[src/rtl/instruction_fetch_unit_if.sv]
`default_nettype none
// ============================================================================
// Module      : instruction_fetch_unit_if
// Description : Bus bundle between the fetch unit, instruction memory and
//               decode. perf_* exist only when FETCH_PERF_CNT_EN is defined.
// Revision    : 1.0 - initial release
// ============================================================================
interface instruction_fetch_unit_if #(
    parameter int ADDR_WIDTH = 32
);
    logic [ADDR_WIDTH-1:0] imem_addr;
    logic [31:0]           imem_data;
    logic                  id_ready;
    logic                  redirect_valid;
    logic [ADDR_WIDTH-1:0] redirect_target;
    logic                  halt_req;
    logic                  if_valid;
    logic [31:0]           if_instr;
    logic [ADDR_WIDTH-1:0] if_pc;
    logic [ADDR_WIDTH-1:0] if_pc_plus4;
    logic                  halted;
    logic                  redirect_misaligned;
`ifdef FETCH_PERF_CNT_EN
    logic [31:0]           perf_fetched;
    logic [31:0]           perf_stalls;
`endif

    modport master (
        output imem_addr,
        input  imem_data,
        input  id_ready,
        input  redirect_valid,
        input  redirect_target,
        input  halt_req,
        output if_valid,
        output if_instr,
        output if_pc,
        output if_pc_plus4,
        output halted,
`ifdef FETCH_PERF_CNT_EN
        output perf_fetched,
        output perf_stalls,
`endif
        output redirect_misaligned
    );

    modport slave (
        input  imem_addr,
        output imem_data,
        output id_ready,
        output redirect_valid,
        output redirect_target,
        output halt_req,
        input  if_valid,
        input  if_instr,
        input  if_pc,
        input  if_pc_plus4,
        input  halted,
`ifdef FETCH_PERF_CNT_EN
        input  perf_fetched,
        input  perf_stalls,
`endif
        input  redirect_misaligned
    );
endinterface
`default_nettype wire

[src/rtl/instruction_fetch_unit.sv]
`default_nettype none
// ============================================================================
// Module      : instruction_fetch_unit
// Description : PC owner and IF/ID register with stall, redirect and halt.
//               Optional perf counters under `define FETCH_PERF_CNT_EN.
// Revision    : 1.0 - initial release
// ============================================================================
module instruction_fetch_unit #(
    parameter int                    ADDR_WIDTH = 32,
    parameter logic [ADDR_WIDTH-1:0] RESET_PC   = '0,
    parameter logic [31:0]           NOP_INSTR  = 32'h0000_0013
) (
    input  logic                   clk,
    input  logic                   rst,
    instruction_fetch_unit_if.master bus
);

    localparam logic [1:0] c_ST_BOOT   = 2'b00;
    localparam logic [1:0] c_ST_RUN    = 2'b01;
    localparam logic [1:0] c_ST_HALTED = 2'b10;

    localparam logic [ADDR_WIDTH-1:0] c_PC_STEP  = ADDR_WIDTH'(4);
    localparam logic [ADDR_WIDTH-1:0] c_PC_RESET = {RESET_PC[ADDR_WIDTH-1:2], 2'b00};

    logic [1:0]            r_state;
    logic [ADDR_WIDTH-1:0] r_pc;
    logic                  r_valid;
    logic [31:0]           r_instr;
    logic [ADDR_WIDTH-1:0] r_if_pc;
    logic [ADDR_WIDTH-1:0] r_if_pc_plus4;
    logic                  r_misaligned;

    logic                  w_fire;
    logic                  w_run;
    logic [ADDR_WIDTH-1:0] w_pc_inc;
    logic [ADDR_WIDTH-1:0] w_redirect_pc;

    assign w_fire        = !r_valid || bus.id_ready;
    assign w_run         = (r_state == c_ST_RUN);
    assign w_pc_inc      = r_pc + c_PC_STEP;
    assign w_redirect_pc = {bus.redirect_target[ADDR_WIDTH-1:2], 2'b00};

    always_ff @(posedge clk or posedge rst) begin
        if (rst) begin
            r_state       <= c_ST_BOOT;
            r_pc          <= c_PC_RESET;
            r_valid       <= 1'b0;
            r_instr       <= NOP_INSTR;
            r_if_pc       <= '0;
            r_if_pc_plus4 <= '0;
            r_misaligned  <= 1'b0;
        end else begin
            r_misaligned <= bus.redirect_valid && (bus.redirect_target[1:0] != 2'b00);
            // Redirect overrides every state and drops any pending halt_req.
            if (bus.redirect_valid) begin
                r_pc    <= w_redirect_pc;
                r_valid <= 1'b0;
                r_instr <= NOP_INSTR;
                r_state <= c_ST_RUN;
            end else begin
                case (r_state)
                    c_ST_BOOT: begin
                        r_state <= c_ST_RUN;
                    end
                    c_ST_RUN: begin
                        if (w_fire) begin
                            r_instr       <= bus.imem_data;
                            r_if_pc       <= r_pc;
                            r_if_pc_plus4 <= w_pc_inc;
                            r_valid       <= 1'b1;
                            r_pc          <= w_pc_inc;
                        end
                        if (bus.halt_req) begin
                            r_state <= c_ST_HALTED;
                        end
                    end
                    c_ST_HALTED: begin
                        // Drain the last word but keep its contents visible.
                        if (r_valid && bus.id_ready) begin
                            r_valid <= 1'b0;
                        end
                    end
                    default: begin
                        r_state <= c_ST_BOOT;
                    end
                endcase
            end
        end
    end

    assign bus.imem_addr           = r_pc;
    assign bus.if_valid            = r_valid;
    assign bus.if_instr            = r_instr;
    assign bus.if_pc               = r_if_pc;
    assign bus.if_pc_plus4         = r_if_pc_plus4;
    assign bus.halted              = (r_state == c_ST_HALTED);
    assign bus.redirect_misaligned = r_misaligned;

`ifdef FETCH_PERF_CNT_EN
    logic [31:0] r_perf_fetched;
    logic [31:0] r_perf_stalls;

    always_ff @(posedge clk or posedge rst) begin
        if (rst) begin
            r_perf_fetched <= '0;
            r_perf_stalls  <= '0;
        end else if (w_run && !bus.redirect_valid) begin
            if (w_fire && (r_perf_fetched != 32'hFFFF_FFFF)) begin
                r_perf_fetched <= r_perf_fetched + 32'd1;
            end
            if (!w_fire && (r_perf_stalls != 32'hFFFF_FFFF)) begin
                r_perf_stalls <= r_perf_stalls + 32'd1;
            end
        end
    end

    assign bus.perf_fetched = r_perf_fetched;
    assign bus.perf_stalls  = r_perf_stalls;
`endif

endmodule
`default_nettype wire

[src/flat_wrapper.sv]
// flat-port wrapper written by rule: the top's interface ports become plain ports
module instruction_fetch_unit_flat 
#(
    parameter int                    ADDR_WIDTH = 32,
    parameter logic [ADDR_WIDTH-1:0] RESET_PC   = '0,
    parameter logic [31:0]           NOP_INSTR  = 32'h0000_0013
)
  (clk, rst, bus_imem_addr, bus_imem_data, bus_id_ready, bus_redirect_valid, bus_redirect_target, bus_halt_req, bus_if_valid, bus_if_instr, bus_if_pc, bus_if_pc_plus4, bus_halted, bus_redirect_misaligned);
  instruction_fetch_unit_if #(.ADDR_WIDTH(ADDR_WIDTH)) bus_i ();
  input  logic clk;
  input  logic rst;
  output wire logic [$bits(bus_i.imem_addr)-1:0] bus_imem_addr;
  input wire logic [$bits(bus_i.imem_data)-1:0] bus_imem_data;
  input wire logic [$bits(bus_i.id_ready)-1:0] bus_id_ready;
  input wire logic [$bits(bus_i.redirect_valid)-1:0] bus_redirect_valid;
  input wire logic [$bits(bus_i.redirect_target)-1:0] bus_redirect_target;
  input wire logic [$bits(bus_i.halt_req)-1:0] bus_halt_req;
  output wire logic [$bits(bus_i.if_valid)-1:0] bus_if_valid;
  output wire logic [$bits(bus_i.if_instr)-1:0] bus_if_instr;
  output wire logic [$bits(bus_i.if_pc)-1:0] bus_if_pc;
  output wire logic [$bits(bus_i.if_pc_plus4)-1:0] bus_if_pc_plus4;
  output wire logic [$bits(bus_i.halted)-1:0] bus_halted;
  output wire logic [$bits(bus_i.redirect_misaligned)-1:0] bus_redirect_misaligned;
  assign bus_imem_addr = bus_i.imem_addr;
  assign bus_i.imem_data = bus_imem_data;
  assign bus_i.id_ready = bus_id_ready;
  assign bus_i.redirect_valid = bus_redirect_valid;
  assign bus_i.redirect_target = bus_redirect_target;
  assign bus_i.halt_req = bus_halt_req;
  assign bus_if_valid = bus_i.if_valid;
  assign bus_if_instr = bus_i.if_instr;
  assign bus_if_pc = bus_i.if_pc;
  assign bus_if_pc_plus4 = bus_i.if_pc_plus4;
  assign bus_halted = bus_i.halted;
  assign bus_redirect_misaligned = bus_i.redirect_misaligned;
  instruction_fetch_unit #(.ADDR_WIDTH(ADDR_WIDTH), .RESET_PC(RESET_PC), .NOP_INSTR(NOP_INSTR)) u_core (.clk(clk), .rst(rst), .bus(bus_i));
endmodule
[config.mk]
export PLATFORM = sky130hd
export DESIGN_NAME = instruction_fetch_unit_flat
export DESIGN_NICKNAME = d
export VERILOG_FILES = /design/src/rtl/instruction_fetch_unit_if.sv /design/src/rtl/instruction_fetch_unit.sv /design/src/flat_wrapper.sv
export SDC_FILE = /design/constraint.sdc
export NUM_CORES = 1
export LEC_CHECK = 0
export CORE_MARGIN = 2
export CORE_UTILIZATION = 46
export CTS_CLUSTER_SIZE = 10
export DETAILED_ROUTE_END_ITERATION = 10
export MAX_ROUTING_LAYER = met4
export PLACE_DENSITY = 0.83
export SLEW_MARGIN = 20
export SYNTH_ARGS = -nofsm -noshare
export SYNTH_HDL_FRONTEND = slang
export SYNTH_SLANG_ARGS = --single-unit
[constraint.sdc]
create_clock -name clk -period 4.5 [get_ports clk]
set_input_delay 0.45 -clock clk [delete_from_list [all_inputs] [get_ports clk]]
set_output_delay 0.45 -clock clk [all_outputs]
set_load 0.05 [all_outputs]
==> results.sh, run 1 <==
export IMPL_crit_arrival_ns=3.17
export IMPL_slew_violations=0
export IMPL_grt_ovfl_total=0
export IMPL_p_sw_share_pct=39.4
export IMPL_pre_cts_ws_ns=1.48
export IMPL_p_leak_uw=0.00353
export IMPL_yosysWarnings=0
export IMPL_top_level_ports=200
export IMPL_comb_power_share_pct=36.2
export IMPL_status="complete, no violations"
export IMPL_layout_min_cycle_time_ns=2.84
export IMPL_critPathLaunchType="flop"
export IMPL_max_freq_mhz=352
export IMPL_cts_hold_buffers_added=0
export IMPL_final_layout_size_suffix_gt1_share_pct=5.92
export IMPL_ir_worst_vdd_uv=346
export IMPL_avgSynthCellArea_sq_um=8.75
export IMPL_worstSkewPairLatency_ns=0.42
export IMPL_cts_root_buffer="clkbuf_16"
export IMPL_grt_use_total_pct=28.6
export IMPL_rsz0062_at_grt="false"
export IMPL_reg2reg_from="u_core.r_state[0]"
export IMPL_dp_final_hpwl_microns=12700
export IMPL_ys_flop_type="dfrtp_1"
export IMPL_viasPerCell=5.63
export IMPL_p_seq_share_pct=33.7
export IMPL_power_total_uw=4470
export IMPL_synth_seq_cells=126
export IMPL_drtAntennaViolNets=0
export IMPL_clockPowerShare_pct=30.1
export IMPL_p_sw_uw=1760
export IMPL_clock_path_buffers=2
export IMPL_worst_path_max_delay_cell="nand3_2"
export IMPL_cpPeakStageDelay_ns=0.86
export IMPL_setup_tns_ns=0
export IMPL_fp_dieH_microns=118
export IMPL_synth_seq_area_share_pct=52.7
export IMPL_routedWlPerCell_microns=18.1
export IMPL_first_iter_violations=506
export IMPL_path_clk_slew_ns=0.06
export IMPL_holdWs_ns=0.473
export IMPL_power_density_nw_per_um2=522
export IMPL_gp_congestion=0.910
export IMPL_synth_cell_types=41
export IMPL_syn_area_sq_um=6000
export IMPL_postCtsSetupBuffers=0
export IMPL_core_area_sq_um=12700
export IMPL_fin_crit_sh_pct=63.1
export IMPL_htreeDepth=4
export IMPL_drt_pre_antenna_iters=5
export IMPL_synthArstFlopShare_pct=100
export IMPL_internal_power_uw=2710
export IMPL_cp_end_kind="flop"
export IMPL_clock_sinks=126
export IMPL_wl_microns=18700
export IMPL_placementRows=41
export IMPL_grt_pass1_wl_microns=30400
export IMPL_grt_pass1_vias=5800
export IMPL_initial_core_util_pct=47.3
export IMPL_worstMarginPinSlew_ns=0.937
export IMPL_cp_max_fo=48
export IMPL_worstSetupStartpoint="u_core.r_state[0]"
export IMPL_setup_viol_count_final=0
export IMPL_maxCapViolations=0
export IMPL_cts_tree="done"
export IMPL_synth_edf_count=0
export IMPL_dp_cells=1003
export IMPL_antenna_found_initial=0
export IMPL_synth_cells=685
export IMPL_nets=920
export IMPL_finClkSkew_ns=0.0130
export IMPL_slew_headroom_pct=37.4
export IMPL_cts_buffers=17
export IMPL_drc=0
export IMPL_num_antenna_cells=0
export IMPL_hold_violations=0
export IMPL_fin_ws_ns=1.66
export IMPL_design_die_area_sq_um=14000
export IMPL_cts_resized=0
export IMPL_hold_path_class="flop to flop"
export IMPL_grt_max_degree=102
export IMPL_io_buffers=193
export IMPL_fin_cells=1034
export IMPL_cp_required_ns=4.83
export IMPL_path_cells="nor2b_1 > nand3_2 > or4_1 > o211ai_1"
export IMPL_path_class="flop to flop"
export IMPL_syn_to_final_growth_pct=42.8
export IMPL_die_x_microns=118
export IMPL_num_vias=5819
export IMPL_min_from="u_core.bus.if_pc[20]"
-- synthesized netlist by cell type (all sizes together) (4+ instances only) --
cell type  number  area (sq um)
xor2            5          43.8
buf            12          71.3
a31oi          24           150
xnor2          11          96.3
nor2           33           124
o311ai         10          87.6
o31ai          13          97.6
and4            6          52.6
nor3            8          40.0
nand2         190           713
o21ai          37           185
nand3          29           145
o211ai          5          37.5
nand4          17           121
or4            20           150
or3            12          75.1
nor4            7          43.8
and3            4          25.0
or2             6          37.5
dfrtp         123          3080
clkbuf         47           178
a21oi          31           155
a22oi           4          30.0
inv             6          22.5
nor2b           6          37.5
-- state kept, by name, summed over array words and instances, names as in the netlist --
register,cells
u_core.bus.if_pc,30
u_core.bus.imem_addr,30
u_core.bus.if_instr,32
u_core.r_state,2
u_core.bus.redirect_misaligned,1
u_core.bus.if_valid,1
u_core.bus.if_pc_plus4,30
-- worst max-delay path: cells and delay by family, from the launching register on --
kind	cells	cell delay (ns)
and+or+nand+nor	3	2.17
DFF	1	0.43
AOI/OAI and AO/OA	1	0.12
-- placed cells by master (no fill, tap or decap), drive strengths merged, types with 4 or more instances in the layout --
cell type and count:
o21ai 37, or3 12, clkinv 4, nand2 190, o211ai 5, and3 4, clkdlybuf4s50 192, nor4 7
buf 8, or4 20, nor2b 6, nand3 29, dfrtp 123, o311ai 10, or2 6, conb 6
xnor2 11, nor2 33, o31ai 13, inv 6, a31oi 24, nor3 8, clkbuf 26, a21oi 31
xor2 5, a22oi 4, nand4 17, and4 6
-- cell type report --
| cell class | count | area [sq um] |
|---|---|---|
| inverters | 7 | 31.3 |
| clock buffers | 26 | 529 |
| flip-flops and latches | 126 | 3160 |
| clock inverters | 5 | 52.6 |
| multi-input cells | 498 | 2590 |
| well taps | 172 | 215 |
| fillers | 1042 | 4110 |
| repair buffers | 200 | 1980 |
-- per-stage QoR --
| stage | instance area (sq um) | utilization [%] |
|---|---|---|
| floorplan | 6010 | - |
| global placement | 7980 | 63.0 |
| detailed placement | 7980 | 63.0 |
| CTS | 8560 | 67.6 |
| global route | 8560 | 67.6 |
| finish | 8560 | 67.6 |
-- power by group through the flow --
stage / clock (uW) / sequential (uW) / combinational [uW]
3_5_place_dp: 0 / 1520 / 1620
4_1_cts: 1360 / 1510 / 1630
6_report: 1350 / 1510 / 1620
2_1_floorplan: 0 / 2180 / 361
3_3_place_gp: 0 / 1520 / 1600
5_1_grt: 1400 / 1540 / 1710
-- final timing paths --
path	end	slack (ns)	depth (start not counted)
worst max-delay path	u_core.bus.if_pc_plus4[15]	1.66	4
worst min-delay path	u_core.bus.if_pc[20]	0.47	2
worst max register to register	u_core.bus.if_pc_plus4[15]	1.66	4
worst min register to register	u_core.bus.if_pc[20]	0.47	2
max in group asynchronous	u_core.bus.if_pc[7]	2.94	3
min in group asynchronous	u_core.bus.if_instr[13]	0.63	2
-- metal layers --
layer / track usage (%) / up-vias / share of wire [%]
li1: - / 2709 / -
met1: 36.8 / 2755 / 42
met2: 42.5 / 316 / 46
met3: 9.36 / 39 / 9.7
met4: 10.3 / 0 / 2.2
met5: - / - / 0
-- logic make-up after synthesis --
group	after synthesis	share of synthesized area [%]
buffers and inverters	66	4.59
adder cells (fa/ha/maj)	1	0.209
AND/OR/NAND/NOR	345	26.9
multiplexers	1	0.167
AO/OA/AOI/OAI	129	13.1
flip-flops	126	52.7
XOR/XNOR	16	2.34
other	1	0.0625
Power figures use the tool's default switching activity.
==> inputs of run 2 (changes only) <==
--- a/config.mk
+++ b/config.mk
@@ -6,11 +6,11 @@
 export NUM_CORES = 1
 export LEC_CHECK = 0
 export CORE_MARGIN = 2
-export CORE_UTILIZATION = 46
+export CORE_UTILIZATION = 42
 export CTS_CLUSTER_SIZE = 10
 export DETAILED_ROUTE_END_ITERATION = 10
 export MAX_ROUTING_LAYER = met4
-export PLACE_DENSITY = 0.83
+export PLACE_DENSITY = 0.8
 export SLEW_MARGIN = 20
 export SYNTH_ARGS = -nofsm -noshare
 export SYNTH_HDL_FRONTEND = slang
==> constraint.sdc (replaced) <==
create_clock -name clk -period 2.4 [get_ports clk]
set_input_delay 0.24 -clock clk [delete_from_list [all_inputs] [get_ports clk]]
set_output_delay 0.24 -clock clk [all_outputs]
set_load 0.05 [all_outputs]
==> run 2 against run 1 <==
Effect of this change: critical endpoint is now u_core.bus.imem_addr[24]; non-clock buffer count increased by 35; hold slack got worse by 0.43 ns; clock skew decreased by 0.0062 ns; largest cell class unchanged; largest power group unchanged; combinational power increased by 96%; flip-flop and latch count unchanged; first-iteration DRC count decreased by 0.99%; die area increased by 9.2%; via count increased by 0.33%; final area increased by 3.6%; clock-buffer cell count unchanged; final cell count increased by 4.3%; clock power increased by 96%.
==> results.sh, run 2 (same netlist as run 1, synthesis figures left out) <==
export IMPL_critPathLaunchType="flop"
export IMPL_first_iter_violations=501
export IMPL_p_leak_uw=0.00371
export IMPL_path_class="flop to flop"
export IMPL_worstMarginPinSlew_ns=0.688
export IMPL_max_freq_mhz=459
export IMPL_pre_cts_ws_ns=0.145
export IMPL_comb_power_share_pct=37.0
export IMPL_cts_root_buffer="clkbuf_16"
export IMPL_num_antenna_cells=0
export IMPL_viasPerCell=5.42
export IMPL_final_layout_size_suffix_gt1_share_pct=9.47
export IMPL_final_area_sq_um=8870
export IMPL_grt_pass1_vias=5442
export IMPL_cts_buffers=17
export IMPL_top_level_ports=200
export IMPL_finClkSkew_ns=0.00681
export IMPL_ir_worst_vdd_uv=544
export IMPL_initial_core_util_pct=43.0
export IMPL_clock_path_buffers=2
export IMPL_grt_use_total_pct=26.0
export IMPL_cp_max_fo=6
export IMPL_routedWlPerCell_microns=17.2
export IMPL_num_vias=5838
export IMPL_fp_dieH_microns=123
export IMPL_power_density_nw_per_um2=968
export IMPL_worst_r2r_endpoint="u_core.bus.imem_addr[24]"
export IMPL_clock_sinks=126
export IMPL_largest_reg_flops=32
export IMPL_p_sw_uw=3300
export IMPL_final_core_util_pct=63.7
export IMPL_gp_congestion=0.941
export IMPL_fin_cells=1078
export IMPL_cp_required_ns=2.67
export IMPL_fin_ws_ns=0.223
export IMPL_layout_min_cycle_time_ns=2.18
export IMPL_htreeDepth=4
export IMPL_design_die_area_sq_um=15200
export IMPL_core_area_sq_um=13900
export IMPL_clockPowerShare_pct=30.9
export IMPL_fin_crit_sh_pct=90.7
export IMPL_grt_max_degree=126
export IMPL_die_x_microns=123
export IMPL_placementRows=43
export IMPL_layout_common_cells="clkdlybuf4s50_1 (192), nand2_1 (190), dfrtp_1 (123)"
export IMPL_worstSkewPairLatency_ns=0.42
export IMPL_maxCapViolations=0
export IMPL_drt_pre_antenna_iters=5
export IMPL_p_seq_share_pct=32.1
export IMPL_dp_final_hpwl_microns=13200
export IMPL_drtAntennaViolNets=0
export IMPL_cp_end_kind="flop"
export IMPL_setup_viol_count_final=0
export IMPL_antenna_found_initial=0
export IMPL_path_clk_slew_ns=0.06
export IMPL_reg2reg_depth=5
export IMPL_hold_violations=0
export IMPL_nets=955
export IMPL_layout_commonest_cell="clkdlybuf4s50_1"
export IMPL_grt_ovfl_total=0
export IMPL_dp_cells=1046
export IMPL_dpl_cell_area_sq_um=8260
export IMPL_rsz0062_at_grt="false"
export IMPL_syn_to_final_growth_pct=47.9
export IMPL_cts_hold_buffers_added=0
export IMPL_status="complete, no violations"
export IMPL_hold_path_class="input port to async pin"
export IMPL_crit_arrival_ns=2.45
export IMPL_slew_violations=0
export IMPL_n_fill_cell=1168
export IMPL_r2r_setup_slack_ns=0.22
export IMPL_cts_tree="done"
export IMPL_worstSetupStartpoint="u_core.bus.imem_addr[15]"
export IMPL_wl_microns=18500
export IMPL_reg2reg_from="u_core.bus.imem_addr[15]"
export IMPL_p_sw_share_pct=38.4
export IMPL_setup_tns_ns=0
export IMPL_grt_pass1_wl_microns=29200
export IMPL_io_buffers=193
export IMPL_internal_power_uw=5290
export IMPL_drc=0
export IMPL_slew_headroom_pct=54.1
==> run 2: cell count changes in the layout (fill, tap and decap cells not counted) <==
cell,before,now
buf_4,7,41
clkbuf_1,2,5
clkbuf_8,7,4
bufinv_16,1,3
buf_12,0,1
inv_6,1,0
or4_1,20,19
or4_4,0,1
==> run 2: area by class of cell <==
type | count | area [sq um] | area share, %
tap | 180 | 225 | 2.54
clock buffer | 26 | 499 | 5.63
timing repair buffer | 235 | 2250 | 25.4
inverter | 7 | 30.0 | 0.339
sequential | 126 | 3160 | 35.6
clock inverter | 6 | 105 | 1.18
multi-input combinational | 498 | 2600 | 29.3
==> run 2: worst max-delay path by stage <==
stage	to	slack, ns
floorplan	u_core.bus.imem_addr[25]	0.002
finish	u_core.bus.imem_addr[24]	0.22
global placement	u_core.bus.imem_addr[25]	0.19
detailed placement	u_core.bus.imem_addr[25]	0.14
CTS	u_core.bus.if_pc_plus4[28]	0.13
global route	u_core.bus.imem_addr[24]	0.05
==> run 2: per-layer routing <==
| layer | global-route usage [%] | share of wire [%] | up-vias |
|---|---|---|---|
| li1 | - | - | 2792 |
| met1 | 34.1 | 43 | 2736 |
| met2 | 38.2 | 45 | 275 |
| met3 | 8.07 | 9.3 | 35 |
| met4 | 9.02 | 2.1 | 0 |
| met5 | - | 0 | - |
==> run 2: power by group through the flow <==
stage / clock (uW) / sequential [uW] / combinational (uW)
floorplan: 0 / 4090 / 677
global placement: 0 / 2770 / 3150
detailed placement: 0 / 2790 / 3180
CTS: 2690 / 2750 / 3190
global route: 2790 / 2800 / 3360
finish: 2650 / 2750 / 3180
==> run 2: through the flow <==
step / power (uW) / hold slack [ns]
finish: 8580 / 0.0458
global route: 8960 / 0.0395
CTS: 8640 / 0.0295
detailed placement: 5970 / 0.463
global placement: 5920 / 0.458
floorplan: 4760 / 0.350
==> run 2: repair_timing <==
item | 4_1_cts | 5_1_grt
resized for setup | 0 | 1
setup buffers | 0 | 0
setup endpoints to repair | 0 | 2
==> run 2: worst max-delay path: stages, from the launching register on <==
cell and delay, ns:
dfrtp_1 0.41, buf_4 0.17, nand4_1 0.19, or4_1 0.71, o311ai_0 0.36, o311ai_0 0.18
==> inputs of run 3 (changes only) <==
--- a/config.mk
+++ b/config.mk
@@ -11,6 +11,7 @@
 export DETAILED_ROUTE_END_ITERATION = 10
 export MAX_ROUTING_LAYER = met4
 export PLACE_DENSITY = 0.8
+export SKIP_LAST_GASP = 1
 export SLEW_MARGIN = 20
 export SYNTH_ARGS = -nofsm -noshare
 export SYNTH_HDL_FRONTEND = slang
==> constraint.sdc (replaced) <==
create_clock -name clk -period 1.9 [get_ports clk]
set_input_delay 0.19 -clock clk [delete_from_list [all_inputs] [get_ports clk]]
set_output_delay 0.19 -clock clk [all_outputs]
set_load 0.05 [all_outputs]
==> run 3 against run 2 <==
Effect of this change: largest cell class unchanged; hold slack improved by 0.18 ns; clock power rose by 16%; final area rose by 3.2%; clock-buffer cell count is 2 lower; the run now ends with negative setup slack left; first-iteration DRC count down 14%; sequential share of layout area is 0.78 points lower; combinational power grew 29%; critical path type unchanged; sequential power up 27%; via count is 3.1% higher.
==> results.sh, run 3 (same netlist as run 1, synthesis figures left out) <==
export IMPL_status="finished with violations"
export IMPL_violations="negative setup slack"
export IMPL_fin_cells=1103
export IMPL_finClkSkew_ns=0.0140
export IMPL_fin_ws_ns=-0.0156
export IMPL_first_iter_violations=429
export IMPL_cp_required_ns=2.23
export IMPL_cts_tree="done"
export IMPL_p_seq_share_pct=32.6
export IMPL_cts_root_buffer="clkbuf_16"
export IMPL_routedWlPerCell_microns=17.4
export IMPL_num_vias=6018
export IMPL_gp_congestion=0.964
export IMPL_grt_pass1_wl_microns=31100
export IMPL_io_buffers=193
export IMPL_hold_violations=0
export IMPL_final_layout_size_suffix_gt1_share_pct=17.8
export IMPL_die_x_microns=123
export IMPL_num_antenna_cells=0
export IMPL_htreeDepth=4
export IMPL_cp_max_fo=9
export IMPL_cts_buffers=17
export IMPL_core_area_sq_um=13900
export IMPL_p_sw_share_pct=39.5
export IMPL_setup_viol_count_final=1
export IMPL_fin_crit_sh_pct=101
export IMPL_worstSkewPairLatency_ns=0.43
export IMPL_layout_min_cycle_time_ns=1.92
export IMPL_crit_arrival_ns=2.24
export IMPL_routed_top_layer="met4"
export IMPL_max_freq_mhz=522
export IMPL_p_leak_uw=0.00390
export IMPL_layout_common_cells="nand2_1 (188), clkdlybuf4s50_1 (157), dfrtp_1 (100)"
export IMPL_wl_met2_microns=8710
export IMPL_drt_pre_antenna_iters=4
export IMPL_maxCapViolations=0
export IMPL_antenna_found_initial=0
export IMPL_hold_path_class="input port to async pin"
export IMPL_ir_worst_vdd_uv=591
export IMPL_pre_cts_ws_ns=-0.219
export IMPL_final_core_util_pct=65.7
export IMPL_path_clk_slew_ns=0.06
export IMPL_rsz0062_at_grt="true"
export IMPL_cts_hold_buffers_added=0
export IMPL_slew_headroom_pct=59.2
export IMPL_cp_end_kind="flop"
export IMPL_holdWs_ns=0.228
export IMPL_initial_core_util_pct=43.0
export IMPL_critPathLaunchType="flop"
export IMPL_largest_reg_flops=32
export IMPL_viasPerCell=5.46
export IMPL_power_density_nw_per_um2=1160
export IMPL_clock_path_buffers=2
export IMPL_syn_to_final_growth_pct=52.6
export IMPL_power_total_uw=10700
export IMPL_dp_cells=1069
export IMPL_grt_use_total_pct=27.6
export IMPL_met1Wirelength_microns=8200
export IMPL_design_die_area_sq_um=15200
export IMPL_grt_pass1_vias=5949
export IMPL_dp_final_hpwl_microns=13800
export IMPL_comb_power_share_pct=38.5
export IMPL_slew_violations=0
export IMPL_worstMarginPinSlew_ns=0.609
export IMPL_grt_ovfl_total=0
export IMPL_fp_dieH_microns=123
export IMPL_clockPowerShare_pct=28.9
export IMPL_wl_met3_microns=1690
export IMPL_internal_power_uw=6450
export IMPL_clock_sinks=126
export IMPL_drc=0
export IMPL_path_class="flop to flop"
export IMPL_nets=981
export IMPL_grt_max_degree=69
export IMPL_p_sw_uw=4210
export IMPL_top_level_ports=200
export IMPL_layout_commonest_cell="nand2_1"
export IMPL_placementRows=43
export IMPL_wl_microns=19200
export IMPL_drtAntennaViolNets=0
[run 3: power groups by stage]
stage,clock network [uW],logic [uW],registers (uW)
2_1_floorplan,0,891,5180
3_3_place_gp,0,4080,3490
3_5_place_dp,0,4120,3510
4_1_cts,3110,4100,3480
5_1_grt,3260,4340,3540
6_report,3080,4100,3480
[run 3: path summary, 6_finish.rpt]
kind | startpoint | depth (start not counted) | slack (ns) | end
hold / removal | rst | 3 | 0.23 | u_core.bus.if_pc[4]
setup reg to reg | u_core.bus.imem_addr[17] | 5 | -0.02 | u_core.bus.if_pc_plus4[29]
setup / recovery | u_core.bus.imem_addr[17] | 5 | -0.02 | u_core.bus.if_pc_plus4[29]
max in group asynchronous | rst | 3 | 1.30 | u_core.bus.imem_addr[10]
hold reg to reg | u_core.bus.if_pc[17] | 2 | 0.47 | u_core.bus.if_pc[17]
min in group clk | bus_redirect_valid | 3 | 0.25 | u_core.bus.if_instr[5]
[run 3: timing repair]
action | in CTS | in global routing
pin swaps | 0 | 6
buffers inserted | 0 | 3
setup endpoints to repair | 58 | 55
gates resized for setup | 23 | 20
[run 3: per-layer routing]
layer	up-vias	GRT usage, %
met2	317	41.4
met4	0	11.2
met3	46	6.83
li1	2835	-
met5	-	-
met1	2820	35.9
[run 3: layout make-up]
type	count	area, sq um
fill	1173	4780
sequential	126	3190
multi-input combinational	498	2690
timing repair buffer	261	2460
clock buffer	24	492
tap	180	225
clock inverter	7	62.6
inverter	7	30.0
[run 3: worst max-delay path: stages (launching register included)]
cell and delay (ns):
dfrtp_2 0.39, nand4_4 0.12, or4_4 0.59, buf_4 0.18
or4_1 0.42, o211ai_1 0.11
[run 3: through the flow]
stage                     instance area [sq um]  TNS (ns)
after global placement                     8520     -6.14
after floorplan                            6160     -2.48
after global routing                       9150    -0.263
after detailed placement                   8520    -10.11
after CTS                                  9060         0
final                                      9150   -0.0156
